<file path="src/rtl/sine_oscillator_bank_pkg.sv">
// Shared types and widths for the time-multiplexed oscillator bank.
// Wave modes, sweep FSM states and quadrant type live here so the top and the bench agree.
package sine_oscillator_bank_pkg;

    localparam int AUDIO_BIT_WIDTH = 16;

    typedef enum logic [1:0] {
        SINE     = 2'd0,
        SQUARE   = 2'd1,
        SAW      = 2'd2,
        TRIANGLE = 2'd3
    } wave_mode_t;

    typedef enum logic [1:0] {
        IDLE  = 2'd0,
        FETCH = 2'd1,
        EMIT  = 2'd2
    } osc_bank_state_t;

    typedef logic [1:0] quadrant_t;

endpackage

</file>
<file path="src/rtl/sine_quarter_rom.sv">
// Synchronous quarter-wave sine ROM: entry i = round(PEAK * sin(pi/2 * i / (DEPTH-1))).
// Contents are folded to constants at elaboration; the registered read maps onto block RAM.
module sine_quarter_rom #(
    parameter int ADDR_WIDTH = 8,
    parameter int DATA_WIDTH = 15
) (
    input  logic                  clk,
    input  logic                  en,
    input  logic [ADDR_WIDTH-1:0] addr,
    output logic [DATA_WIDTH-1:0] data
);

    localparam int DEPTH = 1 << ADDR_WIDTH;

    function automatic logic [DATA_WIDTH-1:0] quarter_sine(input int idx);
        real peak;
        real angle;
        peak  = (2.0 ** DATA_WIDTH) - 1.0;
        angle = 1.5707963267948966 * real'(idx) / real'(DEPTH - 1);
        return DATA_WIDTH'($rtoi(peak * $sin(angle) + 0.5));
    endfunction

    logic [DATA_WIDTH-1:0] rom_table [DEPTH];

    for (genvar gi = 0; gi < DEPTH; gi++) begin : g_rom
        assign rom_table[gi] = quarter_sine(gi);
    end

    always_ff @(posedge clk) begin
        if (en) begin
            data <= rom_table[addr];
        end
    end

endmodule

</file>
<file path="src/rtl/sine_oscillator_bank.sv">
// VOICES phase accumulators sharing one quarter-wave ROM; each sample_tick sweeps every
// voice in order and streams one signed sample per voice over valid/ready.
module sine_oscillator_bank
    import sine_oscillator_bank_pkg::*;
#(
    parameter int VOICES          = 8,
    parameter int PHASE_WIDTH     = 24,
    parameter int LUT_ADDR_WIDTH  = 8,
    parameter int AUDIO_WIDTH     = AUDIO_BIT_WIDTH,
    localparam int VOICE_WIDTH    = (VOICES > 1) ? $clog2(VOICES) : 1
) (
    input  logic                          clk,
    input  logic                          reset,
    input  logic                          sample_tick,
    input  logic [VOICES-1:0]             voice_enable,
    input  wave_mode_t                    wave_mode,
    input  logic                          step_we,
    input  logic [VOICE_WIDTH-1:0]        step_voice,
    input  logic [PHASE_WIDTH-1:0]        step_value,
    output logic                          out_valid,
    input  logic                          out_ready,
    output logic [VOICE_WIDTH-1:0]        out_voice,
    output logic signed [AUDIO_WIDTH-1:0] out_sample,
    output logic                          busy,
    output logic                          overrun
);

    localparam int MAG_WIDTH = AUDIO_WIDTH - 1;
    localparam logic [MAG_WIDTH-1:0] PEAK = '1;
    localparam logic [VOICE_WIDTH-1:0] LAST_VOICE = VOICE_WIDTH'(VOICES - 1);

    osc_bank_state_t        state_reg;
    logic [VOICE_WIDTH-1:0] voice_reg;
    logic                   valid_reg;
    logic                   busy_reg;
    logic                   overrun_reg;

    logic [PHASE_WIDTH-1:0] phase_table [VOICES];
    logic [PHASE_WIDTH-1:0] step_table  [VOICES];

    // Per-voice snapshot taken in FETCH so EMIT is immune to mid-stall input changes.
    logic [PHASE_WIDTH-1:0] phase_cur_reg;
    logic [PHASE_WIDTH-1:0] step_cur_reg;
    wave_mode_t             mode_reg;
    logic                   enable_reg;

    quadrant_t               fetch_quad;
    logic [LUT_ADDR_WIDTH-1:0] fetch_addr;
    logic [LUT_ADDR_WIDTH-1:0] rom_addr;
    logic [MAG_WIDTH-1:0]      rom_data;

    assign fetch_quad = phase_table[voice_reg][PHASE_WIDTH-1 -: 2];
    assign fetch_addr = phase_table[voice_reg][PHASE_WIDTH-3 -: LUT_ADDR_WIDTH];
    assign rom_addr   = fetch_quad[0] ? ~fetch_addr : fetch_addr;

    sine_quarter_rom #(
        .ADDR_WIDTH (LUT_ADDR_WIDTH),
        .DATA_WIDTH (MAG_WIDTH)
    ) u_rom (
        .clk  (clk),
        .en   (state_reg == FETCH),
        .addr (rom_addr),
        .data (rom_data)
    );

    quadrant_t                 emit_quad;
    logic [LUT_ADDR_WIDTH-1:0] emit_addr;
    logic [LUT_ADDR_WIDTH-1:0] emit_fold;
    logic [MAG_WIDTH-1:0]      ramp;

    assign emit_quad = phase_cur_reg[PHASE_WIDTH-1 -: 2];
    assign emit_addr = phase_cur_reg[PHASE_WIDTH-3 -: LUT_ADDR_WIDTH];
    assign emit_fold = emit_quad[0] ? ~emit_addr : emit_addr;

    if (MAG_WIDTH >= LUT_ADDR_WIDTH) begin : g_ramp_wide
        assign ramp = MAG_WIDTH'(emit_fold) << (MAG_WIDTH - LUT_ADDR_WIDTH);
    end else begin : g_ramp_narrow
        assign ramp = emit_fold[LUT_ADDR_WIDTH-1 -: MAG_WIDTH];
    end

    logic [AUDIO_WIDTH-1:0] folded_mag;
    logic [AUDIO_WIDTH-1:0] sample_next;

    always_comb begin
        folded_mag  = {1'b0, rom_data};
        sample_next = '0;
        if (mode_reg == TRIANGLE) begin
            folded_mag = {1'b0, ramp};
        end
        case (mode_reg)
            SINE, TRIANGLE: sample_next = emit_quad[1] ? -folded_mag : folded_mag;
            SQUARE:         sample_next = emit_quad[1] ? -{1'b0, PEAK} : {1'b0, PEAK};
            default:        sample_next = {~phase_cur_reg[PHASE_WIDTH-1],
                                           phase_cur_reg[PHASE_WIDTH-2 -: AUDIO_WIDTH-1]};
        endcase
        // Outside EMIT the ROM register is not reset, so force a clean zero.
        if (!enable_reg || state_reg != EMIT) begin
            sample_next = '0;
        end
    end

    assign out_sample = sample_next;
    assign out_valid  = valid_reg;
    assign out_voice  = voice_reg;
    assign busy       = busy_reg;
    assign overrun    = overrun_reg;

    always_ff @(posedge clk or posedge reset) begin
        if (reset) begin
            state_reg     <= IDLE;
            voice_reg     <= '0;
            valid_reg     <= 1'b0;
            busy_reg      <= 1'b0;
            overrun_reg   <= 1'b0;
            phase_cur_reg <= '0;
            step_cur_reg  <= '0;
            mode_reg      <= SINE;
            enable_reg    <= 1'b0;
            for (int i = 0; i < VOICES; i++) begin
                phase_table[i] <= '0;
                step_table[i]  <= '0;
            end
        end else begin
            if (step_we) begin
                step_table[step_voice] <= step_value;
            end
            if (sample_tick && state_reg != IDLE) begin
                overrun_reg <= 1'b1;
            end
            case (state_reg)
                IDLE: begin
                    if (sample_tick) begin
                        state_reg <= FETCH;
                        voice_reg <= '0;
                        busy_reg  <= 1'b1;
                    end
                end
                FETCH: begin
                    phase_cur_reg <= phase_table[voice_reg];
                    step_cur_reg  <= step_table[voice_reg];
                    mode_reg      <= wave_mode;
                    enable_reg    <= voice_enable[voice_reg];
                    valid_reg     <= 1'b1;
                    state_reg     <= EMIT;
                end
                EMIT: begin
                    if (out_ready) begin
                        // Disabled voices park at phase 0 so a re-enabled note starts clean.
                        phase_table[voice_reg] <= enable_reg ? (phase_cur_reg + step_cur_reg) : '0;
                        valid_reg <= 1'b0;
                        if (voice_reg == LAST_VOICE) begin
                            state_reg <= IDLE;
                            voice_reg <= '0;
                            busy_reg  <= 1'b0;
                        end else begin
                            state_reg <= FETCH;
                            voice_reg <= voice_reg + 1'b1;
                        end
                    end
                end
                default: state_reg <= IDLE;
            endcase
        end
    end

endmodule

</file>
<file path="config.mk">
export PLATFORM = sky130hd
export DESIGN_NAME = sine_oscillator_bank
export DESIGN_NICKNAME = d
export VERILOG_FILES = /design/src/rtl/sine_oscillator_bank_pkg.sv /design/src/rtl/sine_quarter_rom.sv /design/src/rtl/sine_oscillator_bank.sv
export SDC_FILE = /design/constraint.sdc
export NUM_CORES = 1
export LEC_CHECK = 0
export ABC_AREA = 1
export BUFFER_PORTS_ARGS = -buffer_cell sky130_fd_sc_hd__buf_2
export CAP_MARGIN = 5
export CORE_ASPECT_RATIO = 0.8
export CORE_UTILIZATION = 50
export CTS_CLUSTER_SIZE = 24
export DETAILED_ROUTE_END_ITERATION = 10
export PLACE_DENSITY_LB_ADDON = 0.15
export RECOVER_POWER = 25
export SLEW_MARGIN = 25
export SYNTH_ARGS = -nofsm -noshare
export SYNTH_HDL_FRONTEND = slang
export SYNTH_SLANG_ARGS = --single-unit
</file>
<file path="constraint.sdc">
create_clock -name clk -period 22.7 [get_ports clk]
set_input_delay 3.405 -clock clk [delete_from_list [all_inputs] [get_ports clk]]
set_output_delay 3.405 -clock clk [all_outputs]
set_load 0.02 [all_outputs]
</file>
# [Yosys cells after proc, flatten, opt, wreduce, memory -nomap -nowiden]
# Memories as Yosys holds them, arrays and structs flattened. A register that Yosys moved wholly into a read port is not among the register bits.
# Cells that the tools add are included.
[totals] mem_count=1 rom_bits=3840 input_bits=42 reg_bits=443 word_cells=101 out_inout_bits=22
[mem_list] memory="(no name shown)" depth=256 word_bits=15 read_ports=1 rd_clocked_by_memory_dff=1 write_ports=0 line_no="sine_quarter_rom.sv:31" text="data <= rom_table[addr];"
[op_classes] n_mux=36 add_sub_neg=3 bitwise_logic=6 magnitude_cmp=5 n_eq_ne=9 reduce_logical=16
[ops] op="$bwmux W192" n=2
[ops] op="$mux W24" n=7
[ops] op="$bmux W24 S3" n=2
[ops] op="$demux W24 S3" n=2
[ops] op="$mux W16" n=3
[ops] op="$pmux W16 S2" n=1
[ops] op="$add A24 B24 Y24" n=1
[ops] op="$mux W8" n=2
[ops] op="$neg A15 Y16" n=1
[ops] op="$not A8 Y8" n=2
[ops] op="$mux W15" n=1
[ops] op="$mux W3" n=3
[ops] op="$not A8 Y9" n=1
[ops] op="$ge A4 B4 Y1 const B" n=2
[ops] op="$lt A4 B1 Y1 const B" n=2
[ops] op="$ne A2 B2 Y1 const B" n=4
[ops] op="$not A3 Y4" n=2
[ops] op="$mux W1" n=6
[ops] op="$pmux W2 S3" n=1
[ops] op="$pmux W3 S2" n=1
[ops] op="$reduce_and A2 Y1" n=3
[ops] op="$reduce_bool A2 Y1" n=3
[ops] op="$eq A2 B1 Y1 const B" n=2
[ops] op="$eq A2 B2 Y1 const B" n=2
[ops] op="14 further kinds" n=19

# [Depth between registers and ports, before layout]
[depth] ltp_word=7 depth_mapped=24 depth_no_buf=21

# [Cells and area by module]
# From an unflattened synthesis, not the netlist that was laid out.
[hier_totals] hier_cells=3444 hier_area_um2=25426.9
[by_module_without_submodules] module="sine_oscillator_bank" area_each_um2=21354.2 cells_each=2626 instances=1 seq_area_each_um2=11085.6
[by_module_without_submodules] module="sine_quarter_rom" area_each_um2=4072.7 cells_each=818 instances=1 seq_area_each_um2=450.4

# [Worst setup path after synthesis]
# OpenSTA, ideal clock, no wires.
[synth_path] path_type="reg-to-output" start="reg mode_reg[0]" end="out out_sample[11]" required_time_ps=19295 path_buffers=1 arrival_time_ps=2289 path_slack_ps=17006 stages_incl_launch_ff=11 path_cell_list="dfrtp_1 > ha_1 > clkbuf_1 > clkinv_1 > nand2_1 > o21ai_0 > nor3_1 > nand2_1 > nand3_1 > nand3_1 > a221oi_1"
[synth_between] elab_chain_cells=6 elab_cells_between_ends=9 classes_between="add/sub (1); eq/ne (2); mux (4); reduce/logical (2)"
[synth_rtl] element="from (decl)" line_no="sine_oscillator_bank.sv:44" text="wave_mode_t mode_reg;"
[synth_rtl] element="from (signal assigned)" line_no="sine_oscillator_bank.sv:141" text="mode_reg <= wave_mode;"
[synth_rtl] element="$eq A2 B2 Y1" line_no="sine_oscillator_bank.sv:87, sine_oscillator_bank.sv:90"
[synth_rtl] element="$mux W15" line_no="sine_oscillator_bank.sv:87" text="if (mode_reg == TRIANGLE) begin"
[synth_rtl] element="$neg A15 Y16" line_no="sine_oscillator_bank.sv:91" text="SINE, TRIANGLE: sample_next = emit_quad[1] ? -folded_mag : folded_mag;"
[synth_rtl] element="$mux W16" line_no="sine_oscillator_bank.sv:91"
[synth_rtl] element="$pmux W16 S2 (*)" line_no="sine_oscillator_bank.sv:90" text="case (mode_reg)"
[synth_rtl] element="$mux W16 (*)" line_no="sine_oscillator_bank.sv:97" text="if (!enable_reg || state_reg != EMIT) begin"
[synth_rtl] element="to (decl)" line_no="sine_oscillator_bank.sv:23" text="output logic signed [AUDIO_WIDTH-1:0] out_sample,"
# Mark *: on every way between the ends. The rest lies on a longest branch, timed or not.

# [Worst setup path after layout]
[layout_path] start="reg voice_reg[0] (netlist: out_voice[0])" end="reg u_rom.data[1], data pin"
[layout_between] elab_chain_cells=7
[layout_rtl] element="from (decl)" line_no="sine_oscillator_bank.sv:33" text="logic [VOICE_WIDTH-1:0] voice_reg;"
[layout_rtl] element="from (signal assigned)" line_no="sine_oscillator_bank.sv:157" text="voice_reg <= voice_reg + 1'b1;"
[layout_rtl] element="$not A3 Y4 (not written as such) (*)" line_no="sine_oscillator_bank.sv:52, sine_oscillator_bank.sv:53"
[layout_rtl] element="$bmux W24 S3 (*)" line_no="sine_oscillator_bank.sv:52, sine_oscillator_bank.sv:53"
[layout_rtl] element="$mux W24 (*) (2 in a row)"
[layout_rtl] element="$not A8 Y8" line_no="sine_oscillator_bank.sv:54" text="assign rom_addr = fetch_quad[0] ? ~fetch_addr : fetch_addr;"
[layout_rtl] element="$mux W8 (*)" line_no="sine_oscillator_bank.sv:54"
[layout_rtl] element="$not A8 Y9 (not written as such) (*)" line_no="sine_quarter_rom.sv:31"
[layout_rtl] element="to (decl)" line_no="sine_quarter_rom.sv:10" text="output logic [DATA_WIDTH-1:0] data"
# Mark *: on every way between the ends. The rest lies on a longest branch, timed or not. The select of a mux whose other input is x is not followed.
# A chain may end at the register's enable or synchronous reset.

==> metrics.md <==
| Metric | Value |
|---|---|
| Critical path endpoint category | `flop` |
| Headroom to the max-slew limit | `-235%` |
| Post-synthesis net count | `3420` |
| Routed wire length | `90300 um` |
| Ys Warns | `0` |
| Largest regs | `phase_table (192), step_table (192)` |
| Reg2Reg Launch Point | `out_voice[0]` |
| Clock Latency Late Sink | `590 ps` |
| Layout overhead on the synthesized area | `8.42%` |
| Count of different cell masters after synthesis | `44` |
| Post-CTS Hold Fix Bufs | `0` |
| Synthesized instance count | `3335` |
| Final period util | `42.1%` |
| First-pass GRT wire length | `138000 um` |
| Cell occurring most often along the worst timing path | `nand2_1` |
| Post-cts sizing count | `0` |
| Die outline area | `0.0506 mm2` |
| Total number of placement rows | `72` |
| Initial core utilization | `51.1%` |
| DRT Pass-1 Iters | `6` |
| Largest net degree at the start of global routing | `186` |
| Maximum fanout along the worst path | `55` |
| Classification of the worst setup path | `flop to flop` |
| HPWL after DPL | `58900 um` |
| Proportion of synthesized chip area in sequential cells | `46.4%` |
| CP startpoint | `out_voice[0]` |
| Post-DR vias/cell | `6.15` |
| Final setup TNS | `0 ps` |
| Number of vias in the routed layout | `24400` |
| Die span in x | `251 um` |
| Global Route Usage Sum | `35.6%` |
| DRC violation count after routing | `0` |
| Layout filler cell count | `4702` |
| GR Overflow Total | `0` |
| Cell family with most CP delay | `buffers and inverters` |
| Flops & latches, synth | `458` |
| Fraction of layout cells with a size suffix above 1 | `6.55%` |
| Clock root cell | `clkbuf_16` |
| Post CTS Setup Buffer Count | `0` |
| Buffering stage count on the worst path with inverters included | `5` |
| Max-capacitance violation count | `9` |
| Worst min path class | `flop to flop` |
| Final net count | `3380` |
| Run status | `finished, violations left` |
| Number of failing setup endpoints in the final timing report | `0` |
| Height of the die | `201 um` |
| Critical-path top delay cell | `clkbuf_1` |
| Most frequent cells in the layout | `nand2_1 (1122), o21ai_0 (503), dfrtp_1 (443), nand3_1 (211), nor2_1 (192)` |
| Maximum clock frequency | `0.105 GHz` |
| Final Wtd Congestion | `1.03` |
| Iteration-0 DRC count of the detailed router | `3328` |
| Post-route ant nets | `0` |
| Cell Chain, Critical Path | `clkbuf_1 > nand2_1 > inv_1 > clkbuf_1 > nand2_1 > nand2_1 > a21oi_1 > nand3_1 > nand2_1 > buf_4 > nor2_2 > nand2_1 > nor2_1 > nand2_1 > nand2_1 > inv_1 > nand2_1` |
| Port buffer count | `63` |
| Start point of the worst hold path | `overrun` |
| Violations in the final reports | `capacitance limit, slew limit` |
| Synthesized area per cell | `7.45 um2` |
| Level count of the clock H-tree | `2` |
| Number of global-route vias before repair | `22500` |
| CTS buffer count | `46` |
| Fin crit period | `9550 ps` |
| Maximum single-stage delay on the critical path | `2740 ps` |
| Required time at the worst-slack endpoint | `23060 ps` |
| Max Buffers Root-to-Sink | `3` |
| Antenna violations before repair | `1` |
| Antenna fix cells | `0` |
| Crit path launch type | `flop` |
| Least-Margin Pin Slew | `5030 ps` |
| Setup repair after global routing missed its margin | `no` |
| Final max-slew violation count | `490` |
| Leading cell type in the layout, fill and taps excluded | `nand2_1` |
| Hold violation total from the final report | `0` |
| Clock Skews | `40.1 ps` |
| Post-synth design cell area | `0.0248 mm2` |
| Core footprint | `0.0486 mm2` |
| I/O Pins | `64` |
| Clock tree from TritonCTS | `done` |
| Worst-path clk slew | `70 ps` |
| Clock sink count | `458` |
| Average routed wire per standard cell | `22.8 um` |
| Critical path data arrival time | `9910 ps` |
==> area by class of cell <==
cell class | count | area [um2] | area share [%]
inverter | 206 | 776 | 2.88
sequential | 458 | 11500 | 42.8
clock inverter | 15 | 136 | 0.506
multi-input combinational | 2476 | 11700 | 43.5
timing repair buffer | 107 | 637 | 2.36
clock buffer | 67 | 1340 | 4.98
tap | 629 | 787 | 2.92
==> synth_stat cells (all sizes together) <==
library cell / count / share of area (%)
ha: 42 / 2.1
nand4: 17 / 0.43
o221ai: 1 / 0.035
o21a: 1 / 0.030
nand3: 215 / 4.4
or2: 9 / 0.23
clkinv: 7 / 0.11
nor3: 7 / 0.14
a41oi: 20 / 0.71
clkbuf: 127 / 1.9
a21boi: 2 / 0.060
a22o: 6 / 0.21
buf: 68 / 1.5
a211oi: 2 / 0.060
o21bai: 1 / 0.030
xor2: 8 / 0.28
a31oi: 12 / 0.30
xnor2: 3 / 0.11
nand3b: 3 / 0.091
o22ai: 4 / 0.10
o21ai: 512 / 10
a21oi: 170 / 3.4
dfrtp: 443 / 45
fa: 1 / 0.081
nand2: 1138 / 17
nor2: 200 / 3.1
a221oi: 68 / 2.4
o31ai: 3 / 0.091
o211ai: 9 / 0.27
a22oi: 16 / 0.48
edfxtp: 15 / 1.8
inv: 199 / 3.0
a31o: 1 / 0.035
a32oi: 2 / 0.071
a21o: 3 / 0.091
==> path summary, 6_finish.rpt <==
path / end / slack (ps) / depth (start not counted)
max: u_rom.data[1] / 13150 / 17
min: overrun / 460 / 1
max reg2reg: u_rom.data[1] / 13150 / 17
min reg2reg: overrun / 460 / 1
max in group asynchronous: step_table[109] / 13630 / 3
min in group asynchronous: step_table[148] / 3430 / 2
==> metrics by stage <==
step           setup WS (ps)  util [%]  hold slack [ps]  area (um2)  cells
6_report               13150      55.4              460       26900   3958
5_1_grt                12380      55.4              493       26900   3958
4_1_cts                16100      55.4              464       27000   3956
3_5_place_dp           16700      52.4              440       25500   3874
3_3_place_gp           16760      52.3              439       25500   3874
2_1_floorplan           6950         -              442       24800   3335
==> cell families after synthesis <==
kind of cell | after synthesis | synth area share (%)
buf+inv | 401 | 6.57
compound gates | 833 | 18.7
simple gates | 1589 | 25.7
fa+ha+maj | 43 | 2.20
flops | 458 | 46.4
xor+xnor | 11 | 0.388
==> metal layers <==
metal	vias up	global-route usage, %	share of wire [%]
li1	11000	-	-
met1	11800	56.2	46
met5	-	0.762	0.063
met4	4	7.08	1.6
met3	134	8.78	12
met2	1386	48.8	40
Power is left out: the tool's default activity adds up to more than one toggle a clock period on the data nets, which glitch-free logic cannot reach.
